### src/rtl/bit_serial_adder.sv
// Bit-serial adder: one full_adder cell, operand shift registers and a
// registered carry produce a WIDTH-bit sum over WIDTH clock cycles, LSB first.

// Single-bit full adder cell shared by the serial datapath.
module full_adder (
   input  logic a,
   input  logic b,
   input  logic cin,
   output logic sum,
   output logic cout
);

   assign sum  = a ^ b ^ cin;
   assign cout = (a & b) | (cin & (a ^ b));

endmodule

module bit_serial_adder #(
   parameter int WIDTH = 8
) (
   input  logic             clk,
   input  logic             rst_n,
   input  logic             start,
   input  logic [WIDTH-1:0] a,
   input  logic [WIDTH-1:0] b,
   input  logic             cin,
   output logic             busy,
   output logic             done,
   output logic [WIDTH-1:0] sum,
   output logic             cout
);

   localparam int CW = (WIDTH > 1) ? $clog2(WIDTH) : 1;
   localparam logic [CW-1:0] LAST_BIT = CW'(WIDTH - 1);

   typedef enum logic [1:0] {
      IDLE,
      RUN,
      DONE
   } state_t;

   state_t           state;
   state_t           next_state;
   logic [WIDTH-1:0] shift_a;
   logic [WIDTH-1:0] shift_b;
   logic             carry;
   logic [CW-1:0]    count;
   logic             fa_sum;
   logic             fa_cout;
   logic             load;
   logic             last_bit;

   // A new addition is accepted from IDLE, or straight from DONE for back-to-back use.
   assign load     = start && ((state == IDLE) || (state == DONE));
   assign last_bit = (state == RUN) && (count == LAST_BIT);

   full_adder u_full_adder (
      .a    (shift_a[0]),
      .b    (shift_b[0]),
      .cin  (carry),
      .sum  (fa_sum),
      .cout (fa_cout)
   );

   // State register; reset aborts any addition in progress immediately.
   always_ff @(posedge clk or negedge rst_n) begin
      if (!rst_n) begin
         state <= IDLE;
      end else begin
         state <= next_state;
      end
   end

   // Next-state logic: RUN for WIDTH cycles, then a single DONE cycle.
   always_comb begin
      next_state = state;
      case (state)
         IDLE: begin
            if (load) begin
               next_state = RUN;
            end
         end
         RUN: begin
            if (last_bit) begin
               next_state = DONE;
            end
         end
         DONE: begin
            if (load) begin
               next_state = RUN;
            end else begin
               next_state = IDLE;
            end
         end
         default: begin
            next_state = IDLE;
         end
      endcase
   end

   // Serial datapath: load operands on accept, then consume one bit pair per cycle.
   always_ff @(posedge clk or negedge rst_n) begin
      if (!rst_n) begin
         shift_a <= '0;
         shift_b <= '0;
         carry   <= 1'b0;
         count   <= '0;
         sum     <= '0;
         cout    <= 1'b0;
      end else if (load) begin
         shift_a <= a;
         shift_b <= b;
         carry   <= cin;
         count   <= '0;
         sum     <= '0;
      end else if (state == RUN) begin
         shift_a <= {1'b0, shift_a[WIDTH-1:1]};
         shift_b <= {1'b0, shift_b[WIDTH-1:1]};
         carry   <= fa_cout;
         count   <= count + CW'(1);
         sum     <= {fa_sum, sum[WIDTH-1:1]};
         if (last_bit) begin
            cout <= fa_cout;
         end
      end
   end

   assign busy = (state == RUN);
   assign done = (state == DONE);

endmodule

### config.mk
export PLATFORM = sky130hd
export DESIGN_NAME = bit_serial_adder
export DESIGN_NICKNAME = d
export VERILOG_FILES = /design/src/rtl/bit_serial_adder.sv
export SDC_FILE = /design/constraint.sdc
export NUM_CORES = 1
export LEC_CHECK = 0
export CAP_MARGIN = 0
export CORE_MARGIN = 2
export CORE_UTILIZATION = 50
export CTS_CLUSTER_DIAMETER = 100
export CTS_CLUSTER_SIZE = 25
export DETAILED_ROUTE_END_ITERATION = 10
export PLACE_DENSITY = 0.84
export SYNTH_ARGS = -nofsm -noshare
export SYNTH_HDL_FRONTEND = slang
export SYNTH_HIERARCHICAL = 1
export SYNTH_SLANG_ARGS = --single-unit
### constraint.sdc
create_clock -name clk -period 2.1 [get_ports clk]
set_clock_uncertainty 0.15 [all_clocks]
set_input_delay 0.21 -clock clk [delete_from_list [all_inputs] [get_ports clk]]
set_output_delay 0.21 -clock clk [all_outputs]
set_load 0.1 [all_outputs]
# == After elaboration in Yosys (flattened, before gate mapping) ==
# Cells that the tools add are included.
# op_classes
addsub,1
n_mul,0
div_mod_pow,0
order_cmp,0
n_eq_ne,5
shifts,0
mux,14
n_bitwise,6
reduce_logical,7
# op_table
cell,count
8-bit 2-to-1 mux,6
3-bit 2-to-1 mux,2
2-bit one-hot mux with 3 select lines,1
2-bit 2-to-1 mux,2
3-bit by 1-bit adder with 3-bit output (second input constant),1
3-bit == test (second input constant),1
1-bit 2-to-1 mux,3
3-bit AND reduction,1
1-bit bitwise AND,2
2-bit by 1-bit == test with 1-bit output (second input constant),1
2-bit == test (second input constant),1
1-bit logical AND,2
2-bit zero test,1
2-bit by 1-bit inequality test with 1-bit output (second input constant),1
2-bit inequality test (second input constant),1
2-bit AND reduction,1
2-bit nonzero test,1
1-bit bitwise XOR,2
1-bit logical OR,1
1-bit inverter,1
1-bit bitwise OR,1
# totals
ff_bits,31
latchBits,0
ram_bits,0
rom_bits,0
inputBits,20
output_inout_bits,11
elab_cells,40
mem_count,0

# == Longest topological paths before layout ==
# Gate-level depths: netlist of run 1.
# depth
ltp_word,5
depth_mapped,4
ltp_nobuf,4

# == Modules after synthesis ==
# Netlist of run 1, hierarchy kept.
# by_module_without_submodules
module,n_inst,cells_per_inst,area_per_inst_um2,seq_area_each_um2
bit_serial_adder,1,123,1646.6,775.7
full_adder,1,1,20.0,0.0

# == Least setup slack after synthesis of run 1 ==
# No wires, ideal clock.
# synth_path
path_type,register -> output
start,register state[0]
end,output port busy
arrival_time_ns,2.090
t_required_ns,1.740
setup_slack_ns,-0.350
path_stages_with_launch,4
n_path_buf,2
path_cell_list,dfrtp_1 -> buf_2 -> buf_2 -> nor2b_1
# synth_via
elab_chain_len,1
# synth_lines
element,line,rtl
"start, declared",42,state_t state;
"start signal, assigned",70,state <= next_state;
2-bit by 1-bit == test with 1-bit output,128,assign busy = (state == RUN);
"end, declared",27,"output logic busy,"
# Every way passes these cells.

# == Final worst setup path of run 1 ==
# layout_path
start,register state[1]
end,output port busy
# Same word-level chain as after synthesis.

==> impl_metrics.py, run 1 <==
metrics = {
    "floorplan": {
        "rows": 20,
        "dieHeight_um": 61.7,
        "fp.coreArea_um2": 3100,
        "initial_core_util": 0.537,
        "die_w_um": 61.7,
        "io_pins": 31,
        "die-area_um2": 3810,
    },
    "setup_path": {
        "r2r_cells": 3,
        "cp.required_ps": 1740,
        "reg2reg_from": "state[1]$_DFFE_PN0P_",
        "critPathMaxFanout": 16,
        "crit_path_start_kind": "flop",
        "r2r_slack_ps": 480,
        "path_class": "flop to primary output",
        "endpoint_kind": "primary output",
        "critPathArrivalTime_ps": 1560,
        "rr_endpoint": "shift_b[6]$_DFFE_PN0P_",
    },
    "synthesis": {
        "synth.top_cell.area_share": 0.465,
        "synthFlopType": "dfrtp_1",
        "synth_nets": 147,
        "syn_inst": 124,
        "syn_area_um2": 1670,
        "avgSynthCellArea_um2": 13.4,
        "synth_area_leader_cell": "dfrtp_1",
        "synth.distinct_cells": 17,
        "synth_edf_count": 0,
        "synth.top_cells.by_area": "dfrtp_1 (47%), mux2i_1 (28%), mux2_2 (8.1%)",
        "ys_ff_latch": 31,
        "ys_async_sr_fraction": 1.00,
        "synth_common_cells": "mux2i_1 (47), dfrtp_1 (31), mux2_2 (12), a22o_1 (11), buf_2 (4)",
        "ys_seq_area_frac": 0.465,
        "yosysMostFrequentCell": "mux2i_1",
        "yosys_warnings": 6,
    },
    "clock_tree": {
        "post_cts_buffers": 0,
        "root_buffer": "clkbuf_4",
        "clock_latency_ps": 320,
        "cts_max_level": 2,
        "cts_tree": "done",
        "cts-resized-gates": 0,
        "path_clk_slew_ps": 90,
        "cts-buffers-inserted": 5,
        "postCtsHoldBufs": 0,
        "numClockSinks": 31,
        "clk_path_buf_depth": 2,
    },
    "cells_and_area": {
        "area_growth_pct": 22.9,
        "fin_cells": 202,
        "regArea_um2": 776,
        "multi_input_area_um2": 811,
        "post_route_cells_drive_above_1_share": 0.253,
        "final_core_util": 0.660,
        "finish.net_count": 181,
        "nFillCells": 270,
        "post-route-cell-area_um2": 2050,
        "diodes": 0,
    },
    "route": {
        "ant_nets": 0,
        "drtPass1Iterations": 4,
        "drt-initial-drc-count": 23,
        "wirelength_mm": 2.96,
        "vias": 1082,
        "wire_per_inst_um": 14.7,
        "post-route-drc-count": 0,
        "viasPerCell": 5.36,
    },
    "run": {
        "maxCapViolCount": 0,
    },
    "timing": {
        "max_freq_ghz": 0.521,
        "fin_crit_sh": 0.914,
        "setup_tns_ps": 0,
        "hold_ws_ps": 131,
        "worst_slew_pin_slew_ps": 690,
        "finalSetupViolations": 0,
        "slew_headroom": 0.539,
        "hold_viol_final": 0,
        "timing.final.ws_setup_ps": 180,
        "period_needed_ps": 1920,
        "rsz0062_at_grt": "no",
        "final_max_slew_viol_count": 0,
    },
    "power_and_ir_drop": {
        "peakVddDrop_uv": 1240,
        "switchingPower_mw": 1.39,
        "pwr-share-comb": 0.538,
        "clkPwrFrac": 0.115,
        "leakage_nw": 1.00,
        "seqPwrFrac": 0.347,
        "switching_share": 0.460,
        "total_power_mw": 3.03,
        "p_int_mw": 1.63,
        "power_density_nw_per_um2": 1480,
    },
    "global_routing": {
        "met2_usage": 0.299,
        "gr-total-overflow": 0,
        "grt_pass1_vias": 1135,
        "antenna_found_initial": 0,
        "track_usage": 0.184,
        "grt_util_met3": 0.0580,
        "grt_pass1_wl_mm": 4.99,
        "grt_max_degree": 32,
        "top_usage_layer": "met2",
        "met1_usage": 0.231,
    },
    "worst_hold_path": {
        "hold_class": "input pin to asynchronous set/reset pin",
    },
    "placement": {
        "place.gp.congestion": 0.705,
        "placed_cell_area_um2": 1990,
        "dp_worst_setup_slack_ps": 432,
        "post-dp-hpwl_mm": 2.04,
        "place_inst": 195,
        "io_buffer_count": 30,
    },
    "outcome": {
        "status": "completed",
    },
}
## kinds of logic after synthesis
| family | count (synthesis) | synth area share |
|---|---|---|
| multiplexers | 59 | 0.363 |
| XOR/XNOR | 1 | 0.00526 |
| AO/OA/AOI/OAI | 13 | 0.0638 |
| AND/OR/NAND/NOR | 7 | 0.0240 |
| adder cells (fa/ha/maj) | 3 | 0.0270 |
| buffers and inverters | 10 | 0.0511 |
| flip-flops | 31 | 0.465 |
## sequential cells by signal (all words and copies together), names as in the netlist
name,flops
shift_a,8
shift_b,8
sum,8
count,3
state,2
carry,1
cout,1
## worst max path at each step
stage,start,endpoint,slack [ps],depth (start not counted)
2_1_floorplan,state[0]$_DFFE_PN0P_,busy,150,3
3_3_place_gp,start,count[1]$_DFFE_PN0P_,470,3
3_5_place_dp,start,sum[1]$_DFFE_PN0P_,430,3
4_1_cts,state[1]$_DFFE_PN0P_,busy,150,3
5_1_grt,state[1]$_DFFE_PN0P_,busy,60,3
6_report,state[1]$_DFFE_PN0P_,busy,180,3
## cell usage in the layout, fill, tap and decap left out, types with 2 or more instances in the layout
cell type,synthesis,routed
ha_1,2,2
nor2_1,2,2
clkdlybuf4s50_1,0,19
o21ai_0,2,2
a22o_1,11,11
nor2b_2,0,2
mux2_2,12,12
dfrtp_1,31,31
clkbuf_4,1,5
buf_12,1,2
mux2i_1,47,47
nand3_1,2,2
buf_4,0,16
## metal layers
| layer | routed length, µm | vias up |
|---|---|---|
| li1 | - | 528 |
| met2 | 1430 | 20 |
| met1 | 1370 | 529 |
| met3 | 119 | 5 |
| met4 | 42 | 0 |
| met5 | 0 | - |
## cell type report
cell class	count	share of cell area
multi-input combinational	83	0.396
timing repair buffer	37	0.171
clock inverter	1	0.00244
sequential	31	0.379
clock buffer	6	0.0250
tap	44	0.0269
## power by group through the flow
stage | Sequential [mW] | Clock (mW) | Combinational, mW
3_5_place_dp | 1.06 | 0 | 1.64
3_3_place_gp | 1.05 | 0 | 1.59
4_1_cts | 1.05 | 0.359 | 1.65
5_1_grt | 1.09 | 0.390 | 1.75
2_1_floorplan | 1.51 | 0 | 0.822
6_report | 1.05 | 0.349 | 1.63
## critical path, cell delays in order, from the launching register on
cell and delay, ps:
dfrtp_1 600, buf_4 290, nor2b_2 160, buf_12 190
(Power assumes the default switching activity.)
==> inputs of run 2 (changes only) <==
Settings changed: CORE_ASPECT_RATIO set to 2.
==> run 2 against run 1 <==
  * Critical path depth is the same
  * First-iteration DRC count shrank 22%
  * Sequential power is essentially flat
  * Fmax grew 13%
  * Via count grew 4.0%
  * Design area grew 0.37%
  * Clock power grew 32%
  * Cell count shrank 6.9%
  * Wire length grew 8.8%
  * Core utilization shrank 1.6 points
  * Critical endpoint unchanged
  * Largest power group unchanged
==> impl_metrics.py, run 2 (same netlist as run 1, synthesis figures left out) <==
metrics = {
    "timing": {
        "finalSetupViolations": 0,
        "slew_headroom": 0.465,
        "final_max_slew_viol_count": 0,
        "worst_slew_pin_slew_ps": 800,
        "setup_tns_ps": 0,
        "fin_crit_sh": 0.807,
        "timing.final.ws_setup_ps": 406,
        "hold_viol_final": 0,
        "max_freq_ghz": 0.590,
        "hold_ws_ps": 183,
        "period_needed_ps": 1690,
        "rsz0062_at_grt": "no",
    },
    "worst_hold_path": {
        "hold_class": "input pin to asynchronous set/reset pin",
    },
    "placement": {
        "io_buffer_count": 30,
        "place.gp.congestion": 0.709,
        "dp_worst_setup_slack_ps": 361,
        "placed_cell_area_um2": 1970,
        "post-dp-hpwl_mm": 2.32,
    },
    "route": {
        "wire_per_inst_um": 17.1,
        "post-route-drc-count": 0,
        "drt-initial-drc-count": 18,
        "ant_nets": 0,
        "wirelength_mm": 3.22,
        "viasPerCell": 5.98,
        "drtPass1Iterations": 3,
        "vias": 1125,
    },
    "global_routing": {
        "grt_pass1_vias": 1160,
        "grt_max_degree": 32,
        "gr-total-overflow": 0,
        "antenna_found_initial": 0,
        "track_usage": 0.194,
        "grt_pass1_wl_mm": 5.49,
    },
    "floorplan": {
        "initial_core_util": 0.522,
        "fp.coreArea_um2": 3190,
        "io_pins": 31,
        "die-area_um2": 3840,
        "dieHeight_um": 85.6,
        "die_w_um": 44.8,
        "rows": 29,
    },
    "setup_path": {
        "cp.required_ps": 1740,
        "endpoint_kind": "primary output",
        "r2r_slack_ps": 450,
        "crit_path_start_kind": "flop",
        "critical_path.top_delay_family": "flip-flops",
        "worstPathCellList": "buf_4, nor2b_2, buf_12",
        "max_stage_delay_ps": 450,
        "rr_endpoint": "sum[0]$_DFFE_PN0P_",
        "r2r_cells": 2,
        "path_buf_inv": 2,
        "crit_slowest_cell": "dfrtp_1",
        "critPathArrivalTime_ps": 1330,
        "reg2reg_from": "state[0]$_DFFE_PN0P_",
        "path_class": "flop to primary output",
        "critPathMaxFanout": 14,
    },
    "clock_tree": {
        "cts-buffers-inserted": 5,
        "post_cts_buffers": 0,
        "clock_latency_ps": 280,
        "postCtsHoldBufs": 0,
        "root_buffer": "clkbuf_8",
        "cts_tree": "done",
        "cts-resized-gates": 0,
        "numClockSinks": 31,
        "path_clk_slew_ps": 60,
        "cts_max_level": 2,
        "clk_path_buf_depth": 2,
    },
    "cells_and_area": {
        "finish.net_count": 180,
        "nFillCells": 244,
        "layout_commonest_cell": "mux2i_1",
        "area_growth_pct": 23.3,
        "post_route_cells_drive_above_1_share": 0.248,
        "diodes": 0,
        "largest_registers": "shift_a (8), shift_b (8), sum (8)",
        "final_cell_mix": "mux2i_1 (47), dfrtp_1 (31), clkdlybuf4s50_1 (19)",
        "post-route-cell-area_um2": 2060,
    },
    "outcome": {
        "status": "completed",
    },
    "power_and_ir_drop": {
        "power_density_nw_per_um2": 1530,
        "total_power_mw": 3.15,
        "peakVddDrop_uv": 1260,
        "leakage_nw": 1.01,
    },
    "run": {
        "maxCapViolCount": 0,
    },
}
run 2: final cells by class:
| cell class | instances | area [µm²] | area share |
|---|---|---|---|
| flip-flops and latches | 31 | 776 | 0.377 |
| repair buffers | 36 | 343 | 0.167 |
| clock buffers | 6 | 82.6 | 0.0402 |
| multi-input cells | 83 | 811 | 0.394 |
| well taps | 31 | 38.8 | 0.0189 |
| clock inverters | 1 | 5.00 | 0.00243 |
run 2: worst max-delay path by stage:
| stage | from | to | slack, ps | cells after the start |
|---|---|---|---|---|
| after floorplan | state[0]$_DFFE_PN0P_ | busy | 150 | 3 |
| after global placement | start | sum[0]$_DFFE_PN0P_ | 420 | 3 |
| after detailed placement | start | sum[1]$_DFFE_PN0P_ | 360 | 3 |
| after CTS | state[1]$_DFFE_PN0P_ | busy | 390 | 3 |
| after global routing | state[0]$_DFFE_PN0P_ | sum[0]$_DFFE_PN0P_ | 310 | 2 |
| final | state[1]$_DFFE_PN0P_ | busy | 410 | 3 |
run 2: metrics by stage:
step	std cells	util
after floorplan	124	-
after global placement	181	0.616
after detailed placement	181	0.616
after CTS	188	0.644
after global routing	188	0.644
final	188	0.644
run 2: power breakdown:
group | internal, mW | switching, mW | total, mW
sequential | 0.837 | 0.226 | 1.06
clock | 0.256 | 0.205 | 0.462
combinational | 0.634 | 0.994 | 1.63
total | 1.73 | 1.43 | 3.15
run 2: per-layer routing:
metal	GRT usage	vias to the layer above	part of all wire	wire length [µm]
li1	-	521	-	-
met1	0.241	572	0.40	1280
met2	0.319	26	0.54	1740
met3	0.0442	6	0.044	143
met4	0.0722	0	0.017	55
met5	0	-	0	0
==> inputs of run 3 (changes only) <==
Settings changed: CORE_UTILIZATION 50 to 46, PLACE_DENSITY 0.84 to 0.82.
Clock period 2.1 ns to 1.5 ns, I/O delays scaled along.
==> run 3 against run 2 <==
  * The flow now finishes with violations (setup timing)
  * Clock power grew 33%
  * Worst setup slack got worse by 460 ps
  * Cell count grew 23%
  * Critical endpoint is now sum[7]$_DFFE_PN0P_
  * Highest routed layer unchanged
==> impl_metrics.py, run 3 (same netlist as run 1, synthesis figures left out) <==
metrics = {
    "setup_path": {
        "max_stage_delay_ps": 460,
        "rr_endpoint": "sum[7]$_DFFE_PN0P_",
        "crit_path_start_kind": "flop",
        "reg2reg_from": "shift_b[0]$_DFFE_PN0P_",
        "worstPathCellList": "fa_1, mux2_2, a22o_1",
        "r2r_slack_ps": -60,
        "cp.required_ps": 1520,
        "endpoint_kind": "flop",
        "r2r_cells": 3,
        "path_class": "flop to flop",
        "critPathMaxFanout": 2,
        "crit_slowest_cell": "fa_1",
        "critPathArrivalTime_ps": 1580,
    },
    "global_routing": {
        "grt_max_degree": 32,
        "grt_pass1_wl_mm": 5.44,
        "antenna_found_initial": 0,
        "track_usage": 0.181,
        "grt_pass1_vias": 1209,
        "gr-total-overflow": 0,
    },
    "cells_and_area": {
        "layout_commonest_cell": "mux2i_1",
        "multi_input_area_um2": 836,
        "final_cell_mix": "mux2i_1 (47), buf_4 (25), dfrtp_1 (21)",
        "fin_cells": 231,
        "diodes": 0,
        "regArea_um2": 788,
        "post_route_cells_drive_above_1_share": 0.407,
        "finish.net_count": 204,
        "post-route-cell-area_um2": 2440,
        "area_growth_pct": 46.5,
        "largest_registers": "shift_a (8), shift_b (8), sum (8)",
        "nFillCells": 256,
    },
    "timing": {
        "rsz0062_at_grt": "yes",
        "period_needed_ps": 1560,
        "final_max_slew_viol_count": 0,
        "finalSetupViolations": 6,
        "worst_slew_pin_slew_ps": 726,
        "timing.final.ws_setup_ps": -59.0,
        "fin_crit_sh": 1.04,
        "hold_viol_final": 0,
        "slew_headroom": 0.514,
        "max_freq_ghz": 0.641,
    },
    "route": {
        "ant_nets": 0,
        "viasPerCell": 5.15,
        "vias": 1190,
        "drt-initial-drc-count": 10,
        "post-route-drc-count": 0,
        "drtPass1Iterations": 4,
        "wire_per_inst_um": 14.8,
        "wirelength_mm": 3.42,
    },
    "floorplan": {
        "rows": 31,
        "fp.coreArea_um2": 3530,
        "die-area_um2": 4150,
        "die_w_um": 46.6,
        "initial_core_util": 0.472,
        "dieHeight_um": 89.1,
        "io_pins": 31,
    },
    "clock_tree": {
        "clk_path_buf_depth": 2,
        "cts-buffers-inserted": 5,
        "clock_latency_ps": 280,
        "cts_tree": "done",
        "path_clk_slew_ps": 60,
        "cts_max_level": 2,
        "postCtsHoldBufs": 0,
        "root_buffer": "clkbuf_8",
        "numClockSinks": 31,
    },
    "worst_hold_path": {
        "hold_class": "input pin to asynchronous set/reset pin",
    },
    "placement": {
        "placed_cell_area_um2": 2210,
        "place_inst": 209,
        "post-dp-hpwl_mm": 2.36,
        "io_buffer_count": 30,
        "dp_worst_setup_slack_ps": -181,
        "place.gp.congestion": 0.696,
    },
    "run": {
        "maxCapViolCount": 0,
    },
    "outcome": {
        "violations": "setup timing",
        "status": "complete, but fails checks",
    },
    "power_and_ir_drop": {
        "peakVddDrop_uv": 1790,
        "leakage_nw": 1.16,
        "power_density_nw_per_um2": 2090,
    },
}
## run 3: per-stage QoR
stage,hold WS [ps],power (mW),TNS [ps],util
floorplan,-296,3.31,-190,-
global placement,364,4.17,-979,0.627
detailed placement,380,4.28,-1890,0.627
CTS,90.4,4.99,-144,0.664
global route,97.7,5.37,-962,0.692
finish,87.4,5.10,-102,0.692
## run 3: metal layers
layer  vias up  share of wire  GRT usage
met5         -              0          0
met4         0          0.014     0.0623
met3         6          0.042     0.0545
met2        26           0.54      0.287
met1       590           0.40      0.230
li1        568              -          -
## run 3: cell type report
cell class	count	share of cell area
repair buffers	60	0.277
clock buffers	7	0.0313
flip-flops and latches	31	0.323
clock inverters	1	0.00205
multi-input cells	83	0.342
well taps	49	0.0251
## run 3: worst max path at each step
stage	start	to	depth (start not counted)
floorplan	state[0]$_DFFE_PN0P_	busy	3
global placement	start	sum[5]$_DFFE_PN0P_	3
detailed placement	start	sum[1]$_DFFE_PN0P_	3
CTS	shift_b[0]$_DFFE_PN0P_	sum[7]$_DFFE_PN0P_	3
global route	shift_b[0]$_DFFE_PN0P_	sum[7]$_DFFE_PN0P_	3
finish	shift_b[0]$_DFFE_PN0P_	sum[7]$_DFFE_PN0P_	3
## run 3: what timing repair did
item,CTS,global route
resized for setup,8,2
setup endpoints to repair,14,14
pin swaps,3,0
buffers inserted,2,12
## run 3: critical path: cells and delay by family, from the launching register on
| family | cells | cell delay, ps |
|---|---|---|
| fa+ha+maj | 1 | 460 |
| flops | 1 | 400 |
| mux | 1 | 260 |
| compound gates | 1 | 170 |
## run 3: report_power, final
group | internal, mW | total, mW | switching (mW)
logic | 1.44 | 2.94 | 1.50
clock network | 0.325 | 0.616 | 0.292
registers | 1.19 | 1.54 | 0.349
total | 2.96 | 5.10 | 2.14
